### src/rtl/lvds_echo_buffer.sv
// Echo stage: pulls words from the LVDS receive dequeue port, buffers them in a small FIFO,
// optionally scrambles them, and returns them to the transmit side while checking sequence order.
module lvds_echo_buffer #(
    parameter int          DEPTH     = 8,
    parameter int          AW        = 3,
    parameter logic [31:0] XOR_MASK  = 32'h0000_0000,
    parameter bit          CHECK_SEQ = 1'b1
) (
    input  logic        CLK,
    input  logic        RST,
    input  logic [31:0] rx_data,
    input  logic        rx_rdy,
    output logic        rx_en,
    output logic [31:0] tx_data,
    input  logic        tx_rdy,
    output logic        tx_en,
    output logic [15:0] echo_count,
    output logic        seq_err,
    output logic [7:0]  led
);
    localparam logic [AW:0] FULL_CNT = (AW+1)'(DEPTH);

    logic [31:0]   mem [DEPTH];
    logic [AW-1:0] wr_ptr, rd_ptr;
    logic [AW:0]   count;
    logic          full, empty;

    assign full    = (count == FULL_CNT);
    assign empty   = (count == '0);
    assign rx_en   = rx_rdy & ~full & ~RST;
    assign tx_en   = tx_rdy & ~empty & ~RST;
    assign tx_data = mem[rd_ptr] ^ XOR_MASK;
    assign led     = {seq_err, full, empty, echo_count[4:0]};

    // Storage is deliberately left unreset; only the pointers define what is valid.
    always_ff @(posedge CLK) begin
        if (rx_en)
            mem[wr_ptr] <= rx_data;
    end

    always_ff @(posedge CLK) begin
        if (RST) begin
            wr_ptr     <= '0;
            rd_ptr     <= '0;
            count      <= '0;
            echo_count <= '0;
        end else begin
            if (rx_en)
                wr_ptr <= wr_ptr + AW'(1);
            if (tx_en) begin
                rd_ptr     <= rd_ptr + AW'(1);
                echo_count <= echo_count + 16'd1;
            end
            case ({rx_en, tx_en})
                2'b10:   count <= count + (AW+1)'(1);
                2'b01:   count <= count - (AW+1)'(1);
                default: count <= count;
            endcase
        end
    end

    generate
        if (CHECK_SEQ) begin : g_seq
            typedef enum logic {S_IDLE, S_TRACK} seq_state_t;
            seq_state_t  state, state_nxt;
            logic [31:0] expected, expected_nxt;
            logic        err_r, err_nxt;

            always_ff @(posedge CLK) begin
                if (RST) begin
                    state    <= S_IDLE;
                    expected <= '0;
                    err_r    <= 1'b0;
                end else begin
                    state    <= state_nxt;
                    expected <= expected_nxt;
                    err_r    <= err_nxt;
                end
            end

            // Every accepted word becomes the new baseline, so one bad word flags once.
            always_comb begin
                state_nxt    = state;
                expected_nxt = expected;
                err_nxt      = err_r;
                if (rx_en) begin
                    state_nxt    = S_TRACK;
                    expected_nxt = rx_data + 32'd1;
                    if (state == S_TRACK && rx_data != expected)
                        err_nxt = 1'b1;
                end
            end

            assign seq_err = err_r;
        end else begin : g_noseq
            assign seq_err = 1'b0;
        end
    endgenerate
endmodule
### config.mk
export PLATFORM = sky130hd
export DESIGN_NAME = lvds_echo_buffer
export DESIGN_NICKNAME = d
export VERILOG_FILES = /design/src/rtl/lvds_echo_buffer.sv
export SDC_FILE = /design/constraint.sdc
export NUM_CORES = 1
export LEC_CHECK = 0
export ABC_AREA = 0
export CORE_ASPECT_RATIO = 0.6
export CORE_MARGIN = 2
export CORE_UTILIZATION = 48
export DETAILED_ROUTE_END_ITERATION = 16
export GPL_TIMING_DRIVEN = 0
export PLACE_DENSITY = 0.7
export SYNTH_ARGS = -nofsm -noshare
export SYNTH_HDL_FRONTEND = slang
export SYNTH_SLANG_ARGS = --single-unit
### constraint.sdc
create_clock -name CLK -period 4.8 [get_ports CLK]
set_clock_uncertainty 0.15 [all_clocks]
set_input_delay 0.96 -clock CLK [delete_from_list [all_inputs] [get_ports CLK]]
set_output_delay 0.96 -clock CLK [all_outputs]
set_load 0.03 [all_outputs]
; After elaboration in Yosys (flattened, before gate mapping)
; Memory sizes are Yosys's and may differ from the RTL's. A register that Yosys moved wholly into a read port is not among the register bits.
; Index checks and enable logic that the tools add are counted.
[classes]
addsub = 6
n_eq_ne = 4
n_mux = 5
bitwise = 7
reduce_logical = 4
[op_table]
columns = operator, n
row1 = adder 32 x 1 -> 32 bit (second input constant), 1
row2 = != test 32 bit, 1
row3 = adder 16 x 1 -> 16 bit (second input constant), 1
row4 = one-hot mux 4 bit (2 select lines), 1
row5 = adder 3 x 1 -> 3 bit (second input constant), 2
row6 = two-way mux 3 bit, 2
row7 = adder 4 x 1 -> 4 bit (second input constant), 1
row8 = AND 1 bit, 4
row9 = == test 4 bit (second input constant), 1
row10 = zero test 4 bit, 1
row11 = subtractor 4 x 1 -> 4 bit (second input constant), 1
row12 = inverter 1 bit, 3
row13 = == test 2 x 1 -> 1 bit (second input constant), 1
row14 = == test 2 bit (second input constant), 1
row15 = two-way mux 1 bit, 2
row16 = AND reduction 2 bit, 1
row17 = nonzero test 2 bit, 1
row18 = logical AND 1 bit, 1
[totals]
register_bits = 60
mem_bits_rw = 256
input_bits = 36
output_inout_bits = 59
word_cells = 34
mem_count = 1
[mem_list]
columns = memory, depth, word_bits, read_ports, rd_clocked_by_memory_dff, wr, line
row1 = mem, 8, 32, 1, 1, 1, 23  ; logic [31:0] mem [DEPTH];

; Longest topological paths before layout
; Gate-level depths: netlist of run 1.
[logic_depth]
word_depth = 6
ltp_mapped = 12
ltp_nobuf = 10

; Worst setup path before layout of run 1
; OpenSTA, ideal clock, no wires.
[synth_timing]
path_type = input to register
startpoint = input RST
endpoint = memory mem[0][0], enable pin
setup_ns = 0.501
arrival_ns = 4.520
required_ns = 4.149
path_slack_ns = -0.372
cell_stages = 4
path_buffers = 2
path_cell_list = clkbuf_1 nand2b_1 clkbuf_1 nor4_1
[synth_between]
elab_chain_cells = 4
[synth_lines]
columns = item, line
row1 = from (decl), 10  ; input logic RST,
row2 = inverter 1 bit, 30  ; assign rx_en = rx_rdy & ~full & ~RST;
row3 = AND 1 bit, 30
row4 = two-way mux 1 bit, 37  ; if (rx_en)
row5 = two-way mux 1 bit (not written as such), 38  ; mem[wr_ptr] <= rx_data;
row6 = to (decl), 23
; Every way passes these cells.

==> results.toml, run 1 <==
[run_status]
outcome = "complete, no violations"

[grt]
met2_usage_pct = 28.5
grt_pass1_vias = 7265
grt_max_degree = 21
overflow = 0
use_met3_pct = 3.83
track_usage_pct = 19.9
grt_pass1_wl_um = 43600
busiest_layer = "met1"
grt_use_met1_pct = 31.9
antenna_found_initial = 0

[route]
viasPerCell = 5.60
routedWlPerCell_um = 21.4
vias = 7272
dr.pass1.iters = 5
drc = 0
wl_um = 27800
drtIter0Drc = 689
ant_nets = 0

[setup_path]
r2r.worst_path.cells = 10
critical_path.max_stage_delay_ps = 680
cp-end-kind = "primary output"
cpLargestDelayFamily = "buffers and inverters"
regToRegStartpoint = "count[0]"
critPathArrivalTime_ps = 3460
crit_fanout = 10
critPathLaunchType = "register"
ff2ff_setup_slack_ps = 1610
cp_cell_sequence = "clkbuf_1 -> clkbuf_1 -> mux4_2 -> mux2_2 -> clkdlybuf4s50_1"
path_common_cell = "clkbuf_1"
worst_path_max_delay_cell = "clkbuf_1"
path_class = "reg -> out"
r2r_end = "mem[4][7]"
worstPathRequired_ps = 3690
path_buf_inv = 3

[sta]
whs_ps = 358
period_needed_ps = 4570
tightestPinTransition_ps = 1020
drv_slew = 0
rsz0062_at_grt = "no"
fin_crit_sh_pct = 95.1
setup_viol_count_final = 0
max_freq_ghz = 0.219
max-slew-margin-rel_pct = 31.7
hold_viol_final = 0

[logic_synthesis]
ys_seq_area_share_pct = 68.5
synthesis.nets = 822
avgSynthCellArea_um2 = 16.8
synth_warnings = 0
ys_ff_latch = 319
netlist_area_um2 = 13100
synth_cell_types = 42
synth_edf_count = 256
synthCells = 779
synthArstFlopShare_pct = 0
ys.flop_type = "edfxtp_1"

[clock_tree]
cts_buffer_depth = 3
cts_tree = "yes"
clock-root-buffer = "clkbuf_16"
htree_levels = 1
numCtsBuffers = 28
post-cts-setup-buffers = 0
insertion_delay_ps = 550
clkSinkCount = 319
path_clk_slew_ps = 70

[die]
die_h_um = 132
rows = 46
boundaryPins = 95
floorplan.initialDensity_pct = 49.2
die_area_um2 = 28600
die_w_um = 217
core_area_um2 = 26600

[power]
p_switching_mw = 1.52
ir_drop_mv = 0.295
comb_power_share_pct = 14.7
power_density_nw_per_um2 = 399
power_frac_clock_pct = 35.4
seqPwrFrac_pct = 49.9
swShare_pct = 24.5
intPower_mw = 4.71
p_leak_nw = 5.06

[finish]
area_delta_synth_final_pct = 19.6
diodes = 0
final_common_cell = "edfxtp_1"
drive_gt1_share_pct = 20.0
nets = 961
final_cell_mix = "256 x edfxtp_1, 93 x clkdlybuf4s50_1, 67 x xor2_1, 64 x mux4_2, 64 x nor2_1"
finalInstanceArea_um2 = 15600

[hold_path]
hp-start = "g_seq.expected[31]"
whs_endpoint = "g_seq.expected[31]"
hp-class = "reg -> reg"
holdPathStages = 2

[placement]
dp_hpwl_um = 18700
place.port_buffers = 93
place_congestion = 0.777
placed_cell_area_um2 = 14700

[flow_run]
max-cap-violations = 0
[per-layer routing]
layer  share of wire [%]  up-vias  wire (um)
met5                   0        -          0
met4                 1.6        0        447
met3                 6.7       33       1870
met2                  43      247      11900
met1                  49     3701      13600
li1                    -     3291          -
[power groups by stage]
stage	sequential (mW)	clock [mW]	combinational (mW)
2_1_floorplan	3.16	0	0.594
3_3_place_gp	3.16	0	0.910
3_5_place_dp	3.16	0	0.932
4_1_cts	3.10	2.25	0.938
5_1_grt	3.12	2.35	0.987
6_report	3.11	2.20	0.917
[cells in the mapped netlist, types with 2 or more instances]
cell	count	area (um2)
edfxtp_1	256	7690
nor2_1	67	251
xor2_1	67	587
mux4_2	64	1440
dfxtp_1	63	1260
mux2_2	32	360
a211oi_1	30	225
clkbuf_1	24	90.1
nand3_1	22	110
nand2_1	19	71.3
xnor2_1	16	140
nor3_1	13	65.1
nor4_1	11	68.8
buf_2	10	50.1
nand4_1	10	62.6
buf_4	8	60.1
ha_1	7	87.6
inv_1	6	22.5
nand2b_1	6	37.5
a21oi_1	5	25.0
mux2i_1	5	50.1
and3_1	4	25.0
buf_1	4	15.0
o21ai_0	4	20.0
and4_1	3	26.3
or3_1	3	18.8
and2_1	2	12.5
nand4_4	2	42.5
nand4b_1	2	17.5
nor4_4	2	42.5
[logic make-up after synthesis]
family	share of synthesized area [%]
buffers and inverters	1.86
XOR/XNOR	5.56
adder cells (fa/ha/maj)	0.670
multiplexers	14.2
AND/OR/NAND/NOR	6.81
flip-flops	68.5
AO/OA/AOI/OAI	2.47
[sequential cells by signal, indices dropped and copies added, names as in the netlist, named ones only]
| register | cells |
|---|---|
| wr_ptr | 3 |
| g_seq.expected | 32 |
| seq_err | 1 |
| g_seq.state | 1 |
| echo_count | 16 |
| rd_ptr | 3 |
| mem | 256 |
| count | 4 |
[cell type report]
cell class / instances / area (um2)
well taps: 360 / 450
fillers: 2048 / 11000
multi-input cells: 407 / 3940
repair buffers: 110 / 1170
plain buffers: 46 / 216
clock inverters: 14 / 95.1
flip-flops and latches: 319 / 8950
inverters: 6 / 22.5
clock buffers: 36 / 793
[how the worst max path moves through the flow]
| stage | slack [ps] | depth (start not counted) | to |
|---|---|---|---|
| after floorplan | 120 | 6 | mem[4][0] |
| after global placement | -2300 | 7 | mem[4][7] |
| after detailed placement | 670 | 6 | rx_en |
| after CTS | 160 | 5 | tx_data[25] |
| after global routing | 50 | 5 | tx_data[25] |
| final | 230 | 5 | tx_data[25] |
[timing repair]
item	in CTS	in global routing
setup endpoints to repair	0	2
hold buffers	0	0
endpoints found under the hold margin	0	0
gates resized for setup	0	0
[stage by stage]
| step | total power, mW | std cells | setup WS (ps) | utilization (%) | TNS, ps |
|---|---|---|---|---|---|
| after CTS | 6.29 | 1299 | 156 | 58.8 | 0 |
| after floorplan | 3.75 | 779 | 116 | - | 0 |
| after global routing | 6.46 | 1298 | 52.6 | 58.8 | 0 |
| final | 6.23 | 1298 | 235 | 58.8 | 0 |
| after detailed placement | 4.09 | 1249 | 674 | 55.5 | 0 |
| after global placement | 4.07 | 1232 | -2300 | 54.4 | -382200 |
[worst reg2reg max path: cells and delay by family, from the launching register on]
kind            cells  cell delay [ps]
compound gates      1              320
buf+inv             5             1160
flops               1              340
simple gates        4              920
No activity file was read; power rests on OpenSTA's default activity.
==> run 2, diff against run 1 <==
--- a/config.mk
+++ b/config.mk
@@ -12,6 +12,7 @@
 export DETAILED_ROUTE_END_ITERATION = 16
 export GPL_TIMING_DRIVEN = 0
 export PLACE_DENSITY = 0.7
+export SKIP_LAST_GASP = 1
 export SYNTH_ARGS = -nofsm -noshare
 export SYNTH_HDL_FRONTEND = slang
 export SYNTH_SLANG_ARGS = --single-unit
==> results of run 2 <==
Same layout as run 1: the final DEF is identical, and so are final timing and power.
==> run 3, diff against run 2 <==
--- a/config.mk
+++ b/config.mk
@@ -6,6 +6,7 @@
 export NUM_CORES = 1
 export LEC_CHECK = 0
 export ABC_AREA = 0
+export CAP_MARGIN = 20
 export CORE_ASPECT_RATIO = 0.6
 export CORE_MARGIN = 2
 export CORE_UTILIZATION = 48
==> results.toml, run 3 (synthesized netlist as in run 1, its figures left out) <==
[die]
die_w_um = 217
rows = 46
floorplan.initialDensity_pct = 49.2
die_area_um2 = 28600
core_area_um2 = 26600
boundaryPins = 95
die_h_um = 132

[route]
ant_nets = 0
vias = 7163
viasPerCell = 5.51
drtIter0Drc = 714
wl_um = 27700
dr.pass1.iters = 5
routedWlPerCell_um = 21.3
drc = 0

[finish]
largest_reg_flops = 256
area_delta_synth_final_pct = 19.4
fin_util_pct = 58.7
largest_registers = "mem: 256 flops, g_seq.expected: 32 flops, echo_count: 16 flops"
fin_cells = 1299
finalInstanceArea_um2 = 15600
nets = 962
diodes = 0
final_cell_mix = "256 x edfxtp_1, 93 x clkdlybuf4s50_1, 67 x xor2_1, 64 x mux4_2, 64 x nor2_1"
regMostFlops = "mem"
final_common_cell = "edfxtp_1"
drive_gt1_share_pct = 20.0

[power]
p_leak_nw = 5.05
finalPower_mw = 6.17
ir_drop_mv = 0.327
power_density_nw_per_um2 = 395

[setup_path]
regToRegStartpoint = "count[0]"
critical_path.max_stage_delay_ps = 670
crit_fanout = 10
cp_cell_sequence = "clkbuf_1 -> clkbuf_1 -> mux4_2 -> mux2_2 -> clkdlybuf4s50_1"
worstPathRequired_ps = 3690
worst_path_max_delay_cell = "clkbuf_1"
path_common_cell = "clkbuf_1"
path_class = "reg -> out"
path_buf_inv = 3
critPathArrivalTime_ps = 3450
critPathLaunchType = "register"
cp-end-kind = "primary output"
cpLargestDelayFamily = "buffers and inverters"

[grt]
grt_max_degree = 21
grt_pass1_wl_um = 43500
overflow = 0
track_usage_pct = 19.8
grt_pass1_vias = 7243
antenna_found_initial = 0

[run_status]
outcome = "complete, no violations"

[clock_tree]
cts_buffer_depth = 3
post-cts-setup-buffers = 0
numCtsBuffers = 28
clkSinkCount = 319
htree_levels = 1
cts_hold_buf = 0
path_clk_slew_ps = 70
clock-root-buffer = "clkbuf_16"
insertion_delay_ps = 540
cts_tree = "yes"
cts_resized = 0

[placement]
place.port_buffers = 93
place_congestion = 0.777
dp_hpwl_um = 18700
placed_cell_area_um2 = 14700
post-place-ws_ps = 684
dp_cells = 1249

[sta]
setup_viol_count_final = 0
fin_crit_sh_pct = 95.0
tightestPinTransition_ps = 1040
max-slew-margin-rel_pct = 30.3
whs_ps = 356
drv_slew = 0
max_freq_ghz = 0.219
tns_ps = 0
fin_ws_ps = 239
rsz0062_at_grt = "no"
hold_viol_final = 0
period_needed_ps = 4560

[hold_path]
hp-class = "reg -> reg"
hp-start = "g_seq.expected[31]"

[flow_run]
max-cap-violations = 0
run 3: cell count changes in the layout (fill, tap and decap cells not counted), sizes merged:
cell / delta
clkbuf: -1
clkinv: +2
run 3: path summary, 6_finish.rpt:
path	endpoint	cells past startpoint	slack, ps
max	tx_data[25]	5	240
min reg2reg	g_seq.expected[31]	2	360
max reg2reg	mem[4][7]	10	1650
min	g_seq.expected[31]	2	360
run 3: cell type report:
type / count / area, um2
fill: 2062 / 11000
sequential: 319 / 8950
multi-input combinational: 407 / 3940
timing repair buffer: 110 / 1170
clock buffer: 34 / 754
tap: 360 / 450
buffer: 47 / 220
clock inverter: 16 / 105
inverter: 6 / 22.5
run 3: power breakdown:
group          internal, mW  switching, mW
sequential             3.06         0.0391
clock                  1.17          0.969
combinational         0.428          0.500
run 3: layer usage:
metal,part of all wire [%],track usage (%)
met5,0,0
met2,43,28.6
met3,6.1,4.27
met4,1.0,2.74
met1,50,31.5
run 3: tightest hold or removal path, cell delays in order (launching register included):
cell	delay, ps
dfxtp_1	320
nand2b_1	70
o22ai_1	70
